===== src/rtl/alu_pkg.sv =====
// Shared types and constants for the multi-cycle Hack ALU.
package alu_pkg;

  typedef enum logic [1:0] {
    IDLE = 2'd0,
    PRE  = 2'd1,
    FN   = 2'd2,
    POST = 2'd3
  } state_t;

  // Bit positions inside the 6-bit control word {zx,nx,zy,ny,f,no}
  localparam int unsigned CTRL_ZX = 5;
  localparam int unsigned CTRL_NX = 4;
  localparam int unsigned CTRL_ZY = 3;
  localparam int unsigned CTRL_NY = 2;
  localparam int unsigned CTRL_F  = 1;
  localparam int unsigned CTRL_NO = 0;

  // Commonly used Hack opcodes
  localparam logic [5:0] OP_ZERO      = 6'b101010;
  localparam logic [5:0] OP_X_PLUS_Y  = 6'b000010;
  localparam logic [5:0] OP_NOT_X     = 6'b001101;
  localparam logic [5:0] OP_X_MINUS_Y = 6'b010011;

endpackage


===== src/rtl/Not16.sv =====
// 16-bit bitwise inverter gate.
module Not16 (
  input  logic [15:0] in,
  output logic [15:0] out
);

  assign out = ~in;

endmodule


===== src/rtl/alu_operand_prep.sv =====
// Operand conditioning: optional zeroing followed by optional inversion.
module alu_operand_prep #(
  parameter int unsigned WIDTH = 16
) (
  input  logic [WIDTH-1:0] val_i,
  input  logic             zero_i,
  input  logic             neg_i,
  output logic [WIDTH-1:0] res_o
);

  logic [WIDTH-1:0] zeroed;
  logic [WIDTH-1:0] inverted;

  assign zeroed = zero_i ? '0 : val_i;

  // Only the native 16-bit width is wired to the Not16 gate
  generate
    if (WIDTH == 16) begin : g_not16
      Not16 u_not (
        .in  (zeroed),
        .out (inverted)
      );
    end else begin : g_not_generic
      assign inverted = ~zeroed;
    end
  endgenerate

  // Select inverted or plain zero-conditioned operand
  always_comb begin
    res_o = neg_i ? inverted : zeroed;
  end

endmodule


===== src/rtl/alu16_mc.sv =====
// Multi-cycle Hack ALU: PRE (operand conditioning), FN (add/and),
// POST (output inversion and flags), with registered result and flags.
module alu16_mc
  import alu_pkg::*;
#(
  parameter int unsigned WIDTH = 16
) (
  input  logic             clk,
  input  logic             rst_n,
  input  logic             start,
  input  logic [WIDTH-1:0] x,
  input  logic [WIDTH-1:0] y,
  input  logic [5:0]       ctrl,
  output logic [WIDTH-1:0] out,
  output logic             zr,
  output logic             ng,
  output logic             busy,
  output logic             done
);

  state_t           state_q;
  logic [WIDTH-1:0] x_q, y_q;
  logic [5:0]       ctrl_q;
  logic [WIDTH-1:0] xa_q, ya_q;
  logic [WIDTH-1:0] r_q;
  logic [WIDTH-1:0] out_q;
  logic             zr_q, ng_q, busy_q, done_q;

  logic [WIDTH-1:0] xa_d, ya_d;
  logic [WIDTH-1:0] r_inv;
  logic [WIDTH-1:0] out_d;

  alu_operand_prep #(.WIDTH(WIDTH)) u_prep_x (
    .val_i  (x_q),
    .zero_i (ctrl_q[CTRL_ZX]),
    .neg_i  (ctrl_q[CTRL_NX]),
    .res_o  (xa_d)
  );

  alu_operand_prep #(.WIDTH(WIDTH)) u_prep_y (
    .val_i  (y_q),
    .zero_i (ctrl_q[CTRL_ZY]),
    .neg_i  (ctrl_q[CTRL_NY]),
    .res_o  (ya_d)
  );

  generate
    if (WIDTH == 16) begin : g_not16
      Not16 u_not_out (
        .in  (r_q),
        .out (r_inv)
      );
    end else begin : g_not_generic
      assign r_inv = ~r_q;
    end
  endgenerate

  // Output conditioning applied to the function result
  always_comb begin
    out_d = ctrl_q[CTRL_NO] ? r_inv : r_q;
  end

  // Sequencer with registered datapath, result, flags and handshake
  always_ff @(posedge clk) begin
    if (!rst_n) begin
      state_q <= IDLE;
      x_q     <= '0;
      y_q     <= '0;
      ctrl_q  <= '0;
      xa_q    <= '0;
      ya_q    <= '0;
      r_q     <= '0;
      out_q   <= '0;
      zr_q    <= 1'b0;
      ng_q    <= 1'b0;
      busy_q  <= 1'b0;
      done_q  <= 1'b0;
    end else begin
      done_q <= 1'b0;
      unique case (state_q)
        IDLE: begin
          if (start) begin
            x_q     <= x;
            y_q     <= y;
            ctrl_q  <= ctrl;
            busy_q  <= 1'b1;
            state_q <= PRE;
          end
        end
        PRE: begin
          xa_q    <= xa_d;
          ya_q    <= ya_d;
          state_q <= FN;
        end
        FN: begin
          r_q     <= ctrl_q[CTRL_F] ? (xa_q + ya_q) : (xa_q & ya_q);
          state_q <= POST;
        end
        POST: begin
          out_q   <= out_d;
          zr_q    <= (out_d == '0);
          ng_q    <= out_d[WIDTH-1];
          done_q  <= 1'b1;
          busy_q  <= 1'b0;
          state_q <= IDLE;
        end
        default: state_q <= IDLE;
      endcase
    end
  end

  assign out  = out_q;
  assign zr   = zr_q;
  assign ng   = ng_q;
  assign busy = busy_q;
  assign done = done_q;

endmodule


===== config.mk =====
export PLATFORM = sky130hd
export DESIGN_NAME = alu16_mc
export DESIGN_NICKNAME = d
export VERILOG_FILES = /design/src/rtl/alu_pkg.sv /design/src/rtl/Not16.sv /design/src/rtl/alu_operand_prep.sv /design/src/rtl/alu16_mc.sv
export SDC_FILE = /design/constraint.sdc
export NUM_CORES = 1
export LEC_CHECK = 0
export CELL_PAD_IN_SITES_DETAIL_PLACEMENT = 1
export CELL_PAD_IN_SITES_GLOBAL_PLACEMENT = 1
export CORE_AREA = 2 2 121 135
export DETAILED_ROUTE_END_ITERATION = 6
export DIE_AREA = 0 0 123 137
export PLACE_DENSITY = 0.65
export SLEW_MARGIN = 15
export SYNTH_ARGS = -nofsm -noshare
export SYNTH_HDL_FRONTEND = slang
export SYNTH_SLANG_ARGS = --single-unit

===== constraint.sdc =====
create_clock -name clk -period 2.2 [get_ports clk]
set_input_delay 0.22 -clock clk [delete_from_list [all_inputs] [get_ports clk]]
set_output_delay 0.22 -clock clk [all_outputs]
set_load 0.005 [all_outputs]

==> results of run 1 <==
-- cell usage in the layout, fill, tap and decap left out, types with 3 or more instances in the layout --
| cell | n |
|---|---|
| clkdlybuf4s50_1 | 60 |
| nor2b_1 | 37 |
| nand2b_1 | 3 |
| nor3_1 | 4 |
| o21ai_0 | 17 |
| dfxtp_1 | 107 |
| and3_1 | 3 |
| and2_1 | 3 |
| inv_1 | 9 |
| nand3_1 | 10 |
| mux2i_1 | 8 |
| a31oi_1 | 9 |
| nand2_1 | 95 |
| clkbuf_16 | 9 |
| or4_1 | 6 |
| bufinv_16 | 4 |
| a21oi_1 | 59 |
| xor2_1 | 3 |
| a211oi_1 | 53 |
| buf_4 | 17 |
| buf_12 | 3 |
| o221ai_1 | 3 |
| xnor2_1 | 53 |
| nor2_1 | 73 |
| ha_1 | 19 |
-- final cells by class --
| class | count | area share (%) |
|---|---|---|
| Tap cell | 200 | 3.82 |
| Inverter | 10 | 0.572 |
| Multi-Input combinational cell | 487 | 45.3 |
| Timing Repair Buffer | 80 | 12.0 |
| Sequential cell | 107 | 32.7 |
| Clock inverter | 7 | 2.23 |
| Clock buffer | 9 | 3.43 |
-- power groups by stage --
stage / clock network, mW / logic [mW] / registers [mW]
global route: 2.13 / 3.93 / 3.02
floorplan: 0 / 2.55 / 2.82
finish: 2.01 / 3.46 / 2.94
CTS: 2.07 / 3.52 / 2.95
global placement: 0 / 3.42 / 2.96
detailed placement: 0 / 3.49 / 2.99
-- registers in the layout, summed over array words and instances (netlist names) --
signal	flops
out	16
r_q	16
x_q	16
xa_q	16
y_q	16
ya_q	16
ctrl_q	6
state_q	2
busy	1
done	1
zr	1
-- metrics by stage --
stage,setup WS (ns),total power [mW]
floorplan,0.217,5.37
global placement,0.110,6.38
detailed placement,0.0447,6.48
CTS,0.0411,8.54
global route,0.0176,9.08
finish,0.134,8.40
-- worst max path at each step --
| stage | slack, ns | cells past startpoint | startpoint | endpoint |
|---|---|---|---|---|
| after floorplan | 0.22 | 8 | xa_q[0] | r_q[12] |
| after global placement | 0.11 | 8 | xa_q[0] | r_q[12] |
| after detailed placement | 0.04 | 8 | xa_q[0] | r_q[12] |
| after CTS | 0.04 | 8 | xa_q[0] | r_q[12] |
| after global routing | 0.02 | 7 | xa_q[9] | r_q[14] |
| final | 0.13 | 8 | xa_q[0] | r_q[12] |
-- logic make-up after synthesis --
| group | after synthesis | synth area share, % |
|---|---|---|
| compound gates | 160 | 19.2 |
| simple gates | 242 | 20.6 |
| fa+ha+maj | 21 | 5.07 |
| mux | 8 | 1.50 |
| flops | 107 | 40.2 |
| buf+inv | 57 | 4.23 |
| xor+xnor | 56 | 9.21 |
-- worst max-delay path, delay by kind of cell, from the launching register on --
family | cells | cell delay, ns
AO/OA/AOI/OAI | 5 | 0.85
adder cells (fa/ha/maj) | 2 | 0.60
flip-flops | 1 | 0.32
XOR/XNOR | 1 | 0.17
-- metal layers --
metal,GRT usage (%),up-vias
met5,0,-
met3,2.38,13
met4,6.38,0
met1,21.2,2117
met2,29.8,78
li1,-,2334
==> results.toml, run 1 <==
[setup_path]
rr_worst_depth = 8
r2r_slack_ns = 0.13
path_common_cell = "a31oi_1"
path_class = "flip-flop to flip-flop"
worst_ep_required_time_ns = 2.43
critPathMaxFanout = 5
critPathSlowestCell = "fa_2"
timing.rr.start = "xa_q[0]"
start_kind = "flip-flop"
max_stage_delay_ns = 0.36
reg2reg_to = "r_q[12]"
setup.worst_path.end_class = "flip-flop"
crit_arrival_ns = 2.30
crit_chain = "ha_1 -> fa_2 -> a21oi_2 -> o211a_1 -> o211ai_1 -> a31oi_1 -> xor2_1 -> a31oi_1"

[power_and_ir_drop]
pwr-share-comb_pct = 41.2
p_per_area_nw_per_um2 = 1280
p_clk_share_pct = 23.9
power_leakage_nw = 2.33
p_switching_mw = 3.13
p_int_mw = 5.27
seqPwrFrac_pct = 34.9
switching_share_pct = 37.2
max-vdd-ir-drop_v = 0.000444

[floorplanning]
dieArea_um2 = 16900
ios = 61
core_um2 = 15500
rows = 48
die_h_um = 137
initial_core_util_pct = 34.4
fp.dieW_um = 123

[clock_network]
cts_buffer_depth = 2
cts_buffers = 9
cts_resized = 0
post_cts_buffers = 0
root_buffer = "clkbuf_16"
cts_tree = "yes"
clock_latency_ns = 0.36
htreeDepth = 3
cts_hold_buf = 0
path_clk_slew_ns = 0.07
cts_num_sinks = 107

[hold_path]
hold_path.class = "input port to flip-flop"
min-delay-start = "y[5]"
worstHoldEndpoint = "y_q[5]"
hold_depth = 3

[detailed_routing]
met3_length_um = 455
drt_pass1_iterations = 4
drtIter0Drc = 131
top_layer = "met4"
antenna_left = 0
dr_wl_met2_um = 6540
via_per_inst = 5.05
drc = 0
drt-met1-wl_um = 6340
dr_total_vias = 4542
drt-total-wl_um = 13600
wl_per_cell_um = 15.1

[global_route]
grt_max_degree = 69
gr-total-overflow = 0
grt_pass1_wl_um = 22900
grt_pass1_vias = 4700
antenna_found_initial = 0
gr-usage-all-layers_pct = 17.1

[final_layout]
multiInputGateArea_um2 = 2970
area_growth_syn_to_layout_pct = 23.1
seqCellArea_um2 = 2140
drive_gt1_share_pct = 6.14
fin_area_um2 = 6560
nets = 757
fill_cells = 1862
n_antenna_cell = 0
stdcell_count = 900
utilization_pct = 42.3

[logic_synthesis]
synth_edf_count = 0
yosysMostFrequentCell = "dfxtp_1"
synth_cell_type_count = 47
ys_seq_area_share_pct = 40.2
avgSynthCellArea_um2 = 8.18
yosysWarningCount = 0
synth_area_leader_cell = "dfxtp_1"
synth-seq-cells = 107
synthCells = 651
synth_top_flop_cell = "dfxtp_1"
synthTopCellsByCount = "107 x dfxtp_1, 95 x nand2_1, 73 x nor2_1, 60 x a21oi_1"
yosys.area.top_type_share_pct = 40.2
synth_nets = 713
syn-cell-area_um2 = 5330
synthTopCellsByArea = "dfxtp_1 40%, xnor2_1 8.7%, a211oi_1 7.5%"
async_flop_share_pct = 0

[placement]
dp_hpwl_um = 10200
placed_cell_area_um2 = 6180
gp_congestion = 0.834
dp_cells = 884
portBuffers = 60

[sta]
finalCritPeriodShare_pct = 93.9
worstMarginPinSlew_ns = 0.639
hold_ws_ns = 0.401
fin_crit_ns = 2.07
rsz0062_at_grt = "false"
finalHoldViolations = 0
skew_ns = 0.00775
report.final.slew_viol_count = 0
max_slew_margin_pct = 57.3
max_freq_mhz = 484
finalSetupViolCount = 0
tns_ns = 0

[run_status]
outcome = "completed"

[run]
maxCapViolations = 0
Note: power is estimated with default switching activity, not from simulation.
==> inputs of run 2 (changes only) <==
- PLACE_DENSITY: 0.65 -> 0.68
- clock period: 2.2 -> 1.7 ns (I/O delays scaled with it)
==> results.toml, run 2 (synthesis results as in run 1) <==
[power_and_ir_drop]
power_leakage_nw = 2.73
p_per_area_nw_per_um2 = 1650
max-vdd-ir-drop_v = 0.000659
finalPower_mw = 12.2

[detailed_routing]
antenna_left = 0
drt-total-wl_um = 15000
drtIter0Drc = 158
met3_length_um = 449
dr_total_vias = 4912
top_layer = "met4"
drt-met1-wl_um = 6680
via_per_inst = 5.08
dr_wl_met2_um = 7650
wl_per_cell_um = 15.5
drc = 0
drt_pass1_iterations = 4

[setup_path]
rr_worst_depth = 8
timing.rr.start = "xa_q[0]"
worst_ep_required_time_ns = 1.94
r2r_slack_ns = -0.28
startpoint = "xa_q[0]"
setup.worst_path.end_class = "flip-flop"
start_kind = "flip-flop"
reg2reg_to = "r_q[12]"
endpoint = "r_q[12]"
path_class = "flip-flop to flip-flop"
critPathMaxFanout = 4
crit_arrival_ns = 2.22

[run_status]
violations = "setup timing"
outcome = "finished, violations left"

[sta]
finalHoldViolations = 0
worstMarginPinSlew_ns = 0.560
max_freq_mhz = 504
finalCritPeriodShare_pct = 117
skew_ns = 0.00958
rsz0062_at_grt = "true"
tns_ns = -1.80
hold_ws_ns = 0.357
report.final.slew_viol_count = 0
finalSetupViolCount = 10
setup_slack_ns = -0.282
max_slew_margin_pct = 62.6
fin_crit_ns = 1.98

[floorplanning]
rows = 48
ios = 61
initial_core_util_pct = 34.4
dieArea_um2 = 16900
core_um2 = 15500
fp.dieW_um = 123
die_h_um = 137

[global_route]
grt_max_degree = 65
gr-total-overflow = 0
gr-usage-all-layers_pct = 18.5
grt_pass1_wl_um = 24600
grt_pass1_vias = 5043
antenna_found_initial = 0

[placement]
portBuffers = 60
dp_hpwl_um = 11200
pre_cts_ws_ns = -0.227
gp_congestion = 0.815
dp_cells = 944

[run]
maxCapViolations = 0

[clock_network]
root_buffer = "clkbuf_16"
htreeDepth = 3
path_clk_slew_ns = 0.07
cts_buffer_depth = 2
cts_tree = "yes"
cts_buffers = 9
cts_num_sinks = 107
clock_latency_ns = 0.36

[hold_path]
min-delay-start = "ctrl[5]"
hold_path.class = "input port to flip-flop"
hold_depth = 3

[final_layout]
stdcell_count = 967
mostFrequentLayoutCells = "93 x dfxtp_1, 92 x nand2_1, 77 x buf_4"
layout_commonest_cell = "dfxtp_1"
area_growth_syn_to_layout_pct = 39.2
n_antenna_cell = 0
nets = 824
drive_gt1_share_pct = 21.0
## run 2: layer usage
layer	global-route usage, %	vias up
li1	-	2457
met1	21.7	2356
met2	33.5	78
met3	3.88	21
met4	5.74	0
met5	0	-
## run 2: stage by stage
stage / util, % / area, um2
floorplan: - / 5390
global placement: 43.4 / 6730
detailed placement: 43.4 / 6730
CTS: 46.7 / 7240
global route: 47.9 / 7420
finish: 47.9 / 7420
## run 2: worst min path at each step
| stage | endpoint |
|---|---|
| 5_1_grt | ctrl_q[5] |
| 4_1_cts | ctrl_q[2] |
| 3_3_place_gp | x_q[14] |
| 2_1_floorplan | x_q[0] |
| 3_5_place_dp | y_q[15] |
| 6_report | ctrl_q[5] |
## run 2: what timing repair did
| item | in CTS | in global routing |
|---|---|---|
| resized for setup | 27 | 34 |
| pin swaps | 16 | 27 |
| buffers inserted | 6 | 4 |
| hold buffers | 0 | 0 |
| endpoints found under the setup margin | 12 | 14 |
## run 2: power by group
part | internal [mW] | switching (mW)
logic | 3.00 | 3.08
clock network | 1.34 | 0.981
registers | 3.27 | 0.543
## run 2: area by class of cell
class                           instances  area, um2
Fill cell                            1878       8080
Multi-Input combinational cell        487       3300
Sequential cell                       107       2160
Timing Repair Buffer                  147       1340
Tap cell                              200        250
Clock buffer                           11        243
Clock inverter                          5       82.6
Inverter                               10       37.5
## run 2: worst max-delay path: stages (launching register included)
cell and delay [ns]:
dfxtp_2 0.34, ha_4 0.16, fa_2 0.35, a21oi_2 0.19
o211a_1 0.25, o211ai_1 0.12, a31oi_1 0.20, xor2_1 0.16
a31oi_1 0.09
==> inputs of run 3 (changes only) <==
- CORE_AREA: 2 2 121 135 -> 2 2 127 141
- DIE_AREA: 0 0 123 137 -> 0 0 129 143
- PLACE_DENSITY: 0.68 -> 0.63
- TNS_END_PERCENT: not set -> 20
==> results.toml, run 3 (synthesis results as in run 1) <==
[global_route]
antenna_found_initial = 0
gr-total-overflow = 0
grt_pass1_vias = 4900
gr-usage-all-layers_pct = 16.1
grt_max_degree = 70
grt_pass1_wl_um = 24000

[sta]
finalCritPeriodShare_pct = 113
setup_slack_ns = -0.224
worstMarginPinSlew_ns = 0.442
finalSetupViolCount = 12
finalHoldViolations = 0
tns_ns = -1.60
max_slew_margin_pct = 70.5
hold_ws_ns = 0.353
skew_ns = 0.00824
max_freq_mhz = 520
report.final.slew_viol_count = 0
fin_crit_ns = 1.92
rsz0062_at_grt = "true"

[placement]
dp_cells = 973
placed_cell_area_um2 = 6690
portBuffers = 60
dp_hpwl_um = 10800
gp_congestion = 0.837

[setup_path]
crit_arrival_ns = 2.17
setup.worst_path.end_class = "flip-flop"
critPathMaxFanout = 5
start_kind = "flip-flop"
path_class = "flip-flop to flip-flop"
worst_ep_required_time_ns = 1.94

[final_layout]
layout_commonest_cell = "dfxtp_1"
stdcell_count = 994
fill_cells = 1991
area_growth_syn_to_layout_pct = 36.2
multiInputGateArea_um2 = 3200
n_antenna_cell = 0
nets = 817
mostFrequentLayoutCells = "97 x dfxtp_1, 94 x nand2_1, 75 x buf_4"
fin_area_um2 = 7260
seqCellArea_um2 = 2150
drive_gt1_share_pct = 18.6

[clock_network]
path_clk_slew_ns = 0.08
cts_tree = "yes"
cts_num_sinks = 107
cts_buffers = 9
clock_latency_ns = 0.36
htreeDepth = 3
root_buffer = "clkbuf_16"
cts_hold_buf = 0
cts_buffer_depth = 2

[detailed_routing]
drt-total-wl_um = 14200
top_layer = "met4"
via_per_inst = 4.76
met3_length_um = 321
dr_total_vias = 4731
drt_pass1_iterations = 4
drc = 0
dr_wl_met2_um = 7030
drt-met1-wl_um = 6640
wl_per_cell_um = 14.3
drtIter0Drc = 121
antenna_left = 0

[power_and_ir_drop]
power_leakage_nw = 2.63
p_per_area_nw_per_um2 = 1620
max-vdd-ir-drop_v = 0.000720

[hold_path]
hold_path.class = "input port to flip-flop"

[floorplanning]
core_um2 = 17000
ios = 61
rows = 50
initial_core_util_pct = 31.4
dieArea_um2 = 18400
die_h_um = 143
fp.dieW_um = 129

[run_status]
violations = "setup timing"
outcome = "finished, violations left"

[run]
maxCapViolations = 0
-- run 3: worst paths after layout --
path / from / to / cells past startpoint / slack (ns)
worst max-delay path: ya_q[0] / r_q[12] / 8 / -0.22
worst min-delay path: y[2] / y_q[2] / 3 / 0.35
worst max register to register: ya_q[0] / r_q[12] / 8 / -0.22
worst min register to register: x_q[8] / x_q[8] / 2 / 0.45
-- run 3: worst max-delay path: stages (launching register included) --
cell and delay [ns]:
dfxtp_2 0.34, ha_4 0.16, fa_2 0.37, a21oi_2 0.18, o211a_4 0.20, o211ai_1 0.10
a31oi_1 0.22, xor2_1 0.17, a31oi_1 0.09
-- run 3: cell type report --
class                   instances  area share, %
multi-input cells             487           44.1
flip-flops and latches        107           29.7
repair buffers                140           17.4
well taps                     234           4.04
clock buffers                  10           3.29
clock inverters                 6          0.983
inverters                      10          0.517
-- run 3: layer usage --
| layer | vias up | global-route usage (%) |
|---|---|---|
| met5 | - | 0 |
| met4 | 0 | 5.55 |
| met3 | 13 | 2.17 |
| met2 | 64 | 29.0 |
| met1 | 2197 | 19.6 |
| li1 | 2457 | - |
-- run 3: stage by stage --
stage	setup WS, ns	util, %	power, mW
floorplan	-0.114	-	6.99
global placement	-0.306	39.4	9.02
detailed placement	-0.327	39.4	9.16
CTS	-0.245	42.5	11.8
global route	-0.307	42.8	12.7
finish	-0.224	42.8	11.8
-- run 3: power by group --
| part | internal (mW) | switching, mW |
|---|---|---|
| logic | 2.87 | 2.90 |
| clock network | 1.20 | 0.999 |
| registers | 3.26 | 0.543 |
| total | 7.34 | 4.45 |
-- run 3: timing repair --
| item | in CTS | in global routing |
|---|---|---|
| pin swaps | 11 | 11 |
| setup endpoints to repair | 12 | 16 |
| gates resized for setup | 29 | 8 |
| setup buffers | 4 | 2 |
==> RTL edit, RTL diff (settings of run 1) <==
Encoding of `state_t`: now one-hot (4 bits for 4 states).
--- a/src/rtl/alu_pkg.sv
+++ b/src/rtl/alu_pkg.sv
@@ -2,9 +2,9 @@
 package alu_pkg;
 
-  typedef enum logic [1:0] {
-    IDLE = 2'd0,
-    PRE  = 2'd1,
-    FN   = 2'd2,
-    POST = 2'd3
+  typedef enum logic [3:0] {
+    IDLE = 4'b0001,
+    PRE  = 4'b0010,
+    FN   = 4'b0100,
+    POST = 4'b1000
   } state_t;
 
Function: same outputs for any inputs over 4 cycles, from zero or initial values and one cycle with rst_n low; so few cycles prove little.
==> RTL edit against run 1 <==
  * Synthesized area is 1.9% higher
  * First-iteration DRC count rose by 39%
  * Sequential cell count increased by 2
  * Global-route usage fell by 0.13 points
  * Routed wire length decreased by 0.68%
  * Setup slack lost 0.0026 ns
  * Maximum frequency is 0.13% lower
  * Design area is 0.57% higher
  * Sequential share of layout area grew 0.42 points
  * Critical path type unchanged
  * Largest cell class unchanged
Power is not compared: it rests on default switching activity, and its combinational part moved more than twofold at a synthesized area within 25%.
==> RTL edit: results (changes against run 1) <==
Run status
  • Status: finished, final reports clean (unchanged)

Global route
  • GRT Overall Usage: 16.9% (was 17.1%)
  • Initial antenna violation count: 0 (unchanged)
  • Largest net degree at the start of global routing: 74 (was 69)
  • First-pass GRT wire length: 22.5 mm (was 22.9 mm)

Drt
  • DRT Wirelength: 13.5 mm (was 13.6 mm)
  • Via density: 5.11 (was 5.05)
  • Number of DRC markers in iteration 0: 182 (was 131)
  • Via count: 4,583 (was 4,542)

Yosys
  • Adder-cell share of the synthesized area: 4.05% (was 5.07%)
  • Post-synthesis compound-gate area fraction: 19.5% (was 19.2%)
  • Mux cell area share after synthesis: 2.03% (was 1.50%)
  • Yosys cell types: 51 (was 47)
  • Sequential-to-total area share from yosys stat: 40.2% (about the same)
  • Synth cell count leaders: dfxtp_1 (109), nand2_1 (90), nor2_1 (68) (was dfxtp_1 (107), nand2_1 (95), nor2_1 (73))
  • Synth area leaders: dfxtp_1 (40%), xnor2_1 (8.5%), a211oi_1 (7.3%) (was dfxtp_1 (40%), xnor2_1 (8.7%), a211oi_1 (7.5%))
  • Syn avg cell area: 8.32 um^2 (was 8.18 um^2)
  • Post-Syn Nets: 711 (was 713)

STA
  • Actual slew at the worst max-slew pin: 0.776 ns (was 0.639 ns)
  • Hold slack: 0.407 ns (was 0.401 ns)
  • Worst clock skew: 0.00590 ns (was 0.00775 ns)
  • Fmax: 484 MHz (about the same)

Layout
  • Multi-input gates: 488 (was 487)
  • Area Growth Syn to Fin: 21.4% (was 23.1%)
  • Clock network share of area: 4.70% (was 5.67%)
  • Multi-input gate area: 3050 um^2 (was 2970 um^2)
  • # fillers: 1,864 (was 1,862)
  • Non-CTS buffers: 76 (was 80)
  • Antenna Cells: 0 (unchanged)
  • Non-clk buf share: 11.7% (was 12.0%)
  • Nets@finish: 750 (was 757)
  • Register area: 2180 um^2 (was 2140 um^2)
  • Share of post-route cells with drive strength above 1: 5.88% (was 6.14%)
  • Inverters, non-clock: 8 (was 10)
  • CLK BUF: 11 (was 9)

Setup path
  • Crit Path Max Fanout: 4 (was 5)
  • CP arrival: 2.33 ns (was 2.30 ns)
  • Worst reg-to-reg setup slack: approximately 0.13 ns

Placement
  • Placed instance count: 881 (was 884)
  • Area after DPL: 6270 um^2 (was 6180 um^2)
  • Final Wtd Congestion: 0.813 (was 0.834)
  • Place WS: 0.0381 ns (was 0.0447 ns)
  • Dpl hpwl: 10.1 mm (was 10.2 mm)

Clock network
  • CTS sink cnt: 109 (was 107)
  • H-tree Lvls: 3 (unchanged)
[RTL edit: metrics by stage]
step                      utilization (%)  setup TNS, ns
after CTS                            42.5              0
after global routing                 42.6       -0.00392
after floorplan                         -              0
after detailed placement             40.5              0
final                                42.6              0
after global placement               40.5              0
[RTL edit: layer usage]
metal	wire [um]	GRT usage (%)	vias up
met5	0	0	-
met1	6140	20.8	2160
li1	-	-	2347
met4	234	6.44	0
met3	381	2.21	11
met2	6730	29.9	65
[RTL edit: worst max-delay path, cell delays in order (launching register included)]
cell and delay [ns]:
dfxtp_1 0.32, ha_1 0.24, fa_2 0.37, a21o_1 0.20, a221oi_4 0.31, o21ai_1 0.13, xnor2_1 0.14, a311oi_1 0.25
[RTL edit: path summary, 6_finish.rpt]
kind | from | end | cells after the start
worst max-delay path | xa_q[0] | r_q[8] | 7
worst min-delay path | y[15] | y_q[15] | 3
worst min register to register | x_q[0] | x_q[0] | 2
worst max register to register | xa_q[0] | r_q[8] | 7
